$ cat config.mk
export PLATFORM = sky130hd
export DESIGN_NAME = debug_frame_tx
export DESIGN_NICKNAME = d
export VERILOG_FILES = /design/src/rtl/debug_frame_tx.sv
export SDC_FILE = /design/constraint.sdc
export NUM_CORES = 1
export LEC_CHECK = 0
export CAP_MARGIN = 5
export CELL_PAD_IN_SITES_DETAIL_PLACEMENT = 1
export CELL_PAD_IN_SITES_GLOBAL_PLACEMENT = 1
export CORE_MARGIN = 5
export CORE_UTILIZATION = 43
export CTS_CLUSTER_SIZE = 25
export DETAILED_ROUTE_END_ITERATION = 7
export DONT_BUFFER_PORTS = 1
export PLACE_DENSITY_LB_ADDON = 0.3
export SYNTH_ARGS = -nofsm -noshare
export SYNTH_HDL_FRONTEND = slang
export SYNTH_SLANG_ARGS = --single-unit
$ cat constraint.sdc
create_clock -name i_clock -period 2.91 [get_ports i_clock]
set_input_delay 0.291 -clock i_clock [delete_from_list [all_inputs] [get_ports i_clock]]
set_output_delay 0.291 -clock i_clock [all_outputs]
set_load 0.01 [all_outputs]
$ cat src/rtl/debug_frame_tx.sv
// Debug-link transmitter: returns one header frame plus N data words
// to the host, paced by GOT_DATA / GIB_DATA host commands.
//
// Ports:
//   i_clock, i_reset        clock, synchronous active-high reset
//   i_frame_from_blaze      host command {code,valid,addr_type,address}
//   i_load/_type/_nwords/_data  one-cycle transfer request and payload
//   o_frame_to_blaze        registered frame seen by the host
//   o_busy, o_done          transfer active / last frame acknowledged
module debug_frame_tx #(
  parameter int          NB_CONTROL_FRAME = 32,
  parameter int          MAX_WORDS        = 4,
  parameter int          NB_WCOUNT        = 3,
  parameter logic [5:0]  HDR_CODE         = 6'b1100_00
) (
  input  logic                              i_clock,
  input  logic                              i_reset,
  input  logic [NB_CONTROL_FRAME-1:0]       i_frame_from_blaze,
  input  logic                              i_load,
  input  logic [8:0]                        i_load_type,
  input  logic [NB_WCOUNT-1:0]              i_load_nwords,
  input  logic [MAX_WORDS*NB_CONTROL_FRAME-1:0] i_load_data,
  output logic [NB_CONTROL_FRAME-1:0]       o_frame_to_blaze,
  output logic                              o_busy,
  output logic                              o_done
);

  localparam logic [5:0] CMD_GOT = 6'b1001_00;
  localparam logic [5:0] CMD_GIB = 6'b1001_01;
  localparam logic [5:0] CMD_RST = 6'b0000_10;

  localparam logic [NB_WCOUNT-1:0] WMAX = NB_WCOUNT'(MAX_WORDS);
  localparam logic [NB_WCOUNT-1:0] WONE = NB_WCOUNT'(1);
  localparam int                   NPAD = 16 - NB_WCOUNT;

  typedef enum logic [1:0] {
    S_IDLE,
    S_HEADER,
    S_DATA
  } state_t;

  state_t                               state_q, state_d;
  logic [NB_WCOUNT-1:0]                 idx_q, idx_d;
  logic [NB_WCOUNT-1:0]                 nw_q, nw_d;
  logic [8:0]                           type_q, type_d;
  logic [MAX_WORDS*NB_CONTROL_FRAME-1:0] data_q, data_d;
  logic [NB_CONTROL_FRAME-1:0]          frame_q, frame_d;
  logic                                 valid_q;
  logic                                 done_q, done_d;

  logic                                 valid_now;
  logic                                 ev;
  logic [5:0]                           code;
  logic                                 cmd_got;
  logic                                 cmd_gib;
  logic                                 cmd_rst;
  logic [NB_WCOUNT-1:0]                 nw_clamp;
  logic [NB_CONTROL_FRAME-1:0]          word_sel;

  // Address fields of host commands are not needed here.
  logic unused_cmd_bits;
  assign unused_cmd_bits = ^i_frame_from_blaze[24:0];

  // Host holds each command for several cycles; act on the rising
  // edge of its valid bit only.
  assign valid_now = i_frame_from_blaze[25];
  assign ev        = valid_now & ~valid_q;
  assign code      = i_frame_from_blaze[31:26];
  assign cmd_got   = ev && (code == CMD_GOT);
  assign cmd_gib   = ev && (code == CMD_GIB);
  assign cmd_rst   = ev && (code == CMD_RST);

  assign nw_clamp = (i_load_nwords > WMAX) ? WMAX : i_load_nwords;

  always_comb begin
    state_d = state_q;
    idx_d   = idx_q;
    nw_d    = nw_q;
    type_d  = type_q;
    data_d  = data_q;
    done_d  = 1'b0;
    if (cmd_rst) begin
      state_d = S_IDLE;
      idx_d   = '0;
    end else begin
      case (state_q)
        S_IDLE: begin
          if (i_load) begin
            state_d = S_HEADER;
            idx_d   = '0;
            nw_d    = nw_clamp;
            type_d  = i_load_type;
            data_d  = i_load_data;
          end
        end
        S_HEADER: begin
          if (cmd_gib) begin
            idx_d = '0;
          end else if (cmd_got) begin
            idx_d = '0;
            if (nw_q == '0) begin
              state_d = S_IDLE;
              done_d  = 1'b1;
            end else begin
              state_d = S_DATA;
            end
          end
        end
        S_DATA: begin
          if (cmd_gib) begin
            state_d = S_HEADER;
            idx_d   = '0;
          end else if (cmd_got) begin
            if (idx_q == nw_q - WONE) begin
              state_d = S_IDLE;
              idx_d   = '0;
              done_d  = 1'b1;
            end else begin
              idx_d = idx_q + WONE;
            end
          end
        end
        default: begin
          state_d = S_IDLE;
          idx_d   = '0;
        end
      endcase
    end
  end

  // Constant slices keep the word mux free of out-of-range indexing.
  always_comb begin
    word_sel = '0;
    for (int k = 0; k < MAX_WORDS; k++) begin
      if (idx_d == NB_WCOUNT'(k)) begin
        word_sel = data_d[k*NB_CONTROL_FRAME +: NB_CONTROL_FRAME];
      end
    end
  end

  // Frame is derived from next state so it appears one cycle after
  // the load or command that caused it.
  always_comb begin
    frame_d = '0;
    case (state_d)
      S_HEADER: frame_d = {HDR_CODE, 1'b1, type_d, {NPAD{1'b0}}, nw_d};
      S_DATA:   frame_d = word_sel;
      default:  frame_d = '0;
    endcase
  end

  always_ff @(posedge i_clock) begin
    if (i_reset) begin
      state_q <= S_IDLE;
      idx_q   <= '0;
      nw_q    <= '0;
      type_q  <= '0;
      data_q  <= '0;
      frame_q <= '0;
      valid_q <= 1'b0;
      done_q  <= 1'b0;
    end else begin
      state_q <= state_d;
      idx_q   <= idx_d;
      nw_q    <= nw_d;
      type_q  <= type_d;
      data_q  <= data_d;
      frame_q <= frame_d;
      valid_q <= valid_now;
      done_q  <= done_d;
    end
  end

  assign o_frame_to_blaze = frame_q;
  assign o_busy           = (state_q != S_IDLE);
  assign o_done           = done_q;

endmodule

==> reports/results.ini <==
[floorplan]
die_h_microns = 140
rows = 47
ioPinCount = 209
start_util = 0.439
dieArea_sq_mm = 0.0197
core_sq_mm = 0.0166
fp.dieW_microns = 140

[global_routing]
overflow = 0
grt_pass1_wl_microns = 39300
grt_pass1_vias = 6991
grtUsageTotal = 0.255
grt_max_degree = 121
antenna_found_initial = 1

[hold_path]
min_path_type = primary input to flip-flop
whs_path_depth = 2

[synthesis]
synth_edf_count = 0
syn_inst = 740
ys_async_sr_fraction = 0
ys_seq_area_frac = 0.490
synth.largest_area_cell = dfxtp_1
synth_area_per_cell_sq_um = 9.88
ys.flop_type = dfxtp_1
synth_xor_area_frac = 0.00548
yosysWarnings = 0
yosys-top-cells-area = dfxtp_1, mux2i_1, nor2_1
ys_seq_elements = 179
synthesis.area_sq_mm = 0.00731
yosysTopAreaCellShare = 0.490
synth_commonest_cells = dfxtp_1, nor2_1, mux2i_1, nand2_1, clkbuf_1
synth_top_family_by_area = multiplexers
yosysMostFrequentCell = dfxtp_1
synth_mux_area_frac = 0.190
synthAdderAreaFrac = 0.0154
synth_compound_area_frac = 0.118
syn_nets = 924
yosys.area_share.simple = 0.141
netlist-cell-type-count = 54

[sta]
clock.fmax_mhz = 313
maxSlewHeadroom = 0.645
fin_ws_ns = -0.283
setup-tns-final_ns = -6.18
setup_viol = 32
final_hold_viol_count = 0
slew_violations = 0
min_period_ns = 3.19
whs_ns = 0.0422
rsz0062_at_grt = yes
fin_crit_sh = 1.10
finClkSkew_ns = 0.0141
worstMarginPinSlew_ns = 0.529

[clock_tree]
cts_buffer_depth = 2
insertion_delay_ns = 0.43
clkSinkCount = 179
cts_tree = yes
cts_max_level = 4
clk_pin_slew_worst_paths_ns = 0.08
numCtsBuffers = 17
root_buffer = clkbuf_16

[final_layout]
stdcell_area_sq_mm = 0.0101
fill_cells = 1750
instances_no_fill = 1123
syn2layout_area_growth_pct = 38.8
drive_gt1_frac = 0.174
fin_nets = 1073
ff_latch_area_sq_mm = 0.00359
multiInputGateArea_sq_mm = 0.00370

[placed_design]
placed_cells = 955
placed_area_sq_mm = 0.00783
dp_hpwl_microns = 15000
portBuffers = 0
gp_congestion = 0.814
post-place-ws_ns = -0.365

[setup_path]
critPathLaunchType = flip-flop
cp_data_arrival_time_ns = 3.57
worst-r2r-cell-count = 17
crit_required_ns = 3.29
critPathMaxFanout = 7
crit_path_end_kind = flip-flop
critical_path_class = flip-flop to flip-flop

[power_and_ir_drop]
power_density_mw_per_mm2 = 580
p_leak_nw = 4.35
vdd_drop_max_mv = 0.465

[outcome]
status = complete, but fails checks
failed_checks = negative setup slack

[route]
dr.pass1.iters = 5
routed_via_density = 5.66
ant_nets = 0
wire_per_inst_microns = 23.7
routed_wl_microns = 26600
first_iter_violations = 289
drc = 0
vias = 6359

[flow_run]
drv_cap = 0

report_power, final:
part           internal, mW  total [mW]  switching (mW)
clock network          1.31        2.40            1.09
registers              2.59        2.65          0.0556
logic                 0.430       0.838           0.407
cells by family (layout without fill, tap and decap cells):
| kind of cell | count (synthesis) | in the layout |
|---|---|---|
| AO/OA/AOI/OAI | 109 | 109 |
| multiplexers | 138 | 138 |
| buffers and inverters | 64 | 226 |
| adder cells (fa/ha/maj) | 9 | 9 |
| XOR/XNOR | 3 | 3 |
| AND/OR/NAND/NOR | 238 | 238 |
| other | 0 | 1 |
| flip-flops | 179 | 179 |
area by class of cell:
class | count | area share
Antenna cell | 1 | 0.000247
Clock buffer | 17 | 0.0419
Clock inverter | 15 | 0.0184
Inverter | 9 | 0.00333
Multi-Input combinational cell | 497 | 0.365
Sequential cell | 179 | 0.354
Tap cell | 220 | 0.0271
Timing Repair Buffer | 185 | 0.191
path summary, 6_finish.rpt:
kind | startpoint | to | slack [ns]
worst min register to register | data_q[48] | data_q[48] | 0.49
worst max register to register | nw_q[1] | o_frame_to_blaze[24] | -0.28
worst max-delay path | nw_q[1] | o_frame_to_blaze[24] | -0.28
worst min-delay path | i_load_data[48] | data_q[48] | 0.04
layer usage:
layer | vias to the layer above | routed length [microns] | GRT usage
li1 | 2895 | - | -
met1 | 3176 | 10500 | 0.293
met2 | 230 | 13400 | 0.436
met3 | 58 | 1770 | 0.0821
met4 | 0 | 981 | 0.108
met5 | - | 0 | 0
through the flow:
stage | utilization | total power, mW
finish | 0.610 | 5.89
global route | 0.610 | 6.11
CTS | 0.600 | 5.83
detailed placement | 0.471 | 3.28
global placement | 0.471 | 3.25
floorplan | - | 3.15
cell usage in the layout (no fill, tap or decap), types with 6 or more instances in the layout:
cell type	instances
dfxtp_1	176
nor2_1	153
mux2i_1	132
dlygate4sd3_1	118
buf_4	47
nand2_1	37
a31o_1	31
o221ai_1	27
clkbuf_16	18
buf_12	13
o22ai_2	9
inv_1	7
nor2_4	7
ha_1	7
inv_6	6
critical path, cell delays in order, from the launching register on:
cell and delay (ns):
dfxtp_2 0.35, inv_1 0.08, ha_4 0.28, xor2_2 0.19, nand3_2 0.13, a21o_1 0.22
a221oi_2 0.22, o21ai_1 0.10, nand2_1 0.12, inv_2 0.06, ha_4 0.21, nor2_4 0.09
nand2_2 0.06, or4_4 0.49, buf_12 0.16, buf_16 0.14, o22ai_2 0.11, a31o_1 0.12
what timing repair did:
action,CTS,global route
setup buffers,9,5
endpoints found under the setup margin,31,33
hold buffers,119,0
cloned,4,1
pin swaps,8,8
gates resized for setup,39,22
endpoints found under the hold margin,147,0
registers in the layout, indices dropped and copies added, names as in the netlist:
signal            count
state_q               2
data_q              128
idx_q                 3
valid_q               1
o_frame_to_blaze     32
o_done                1
nw_q                  3
type_q                9
(Power assumes the default switching activity.)
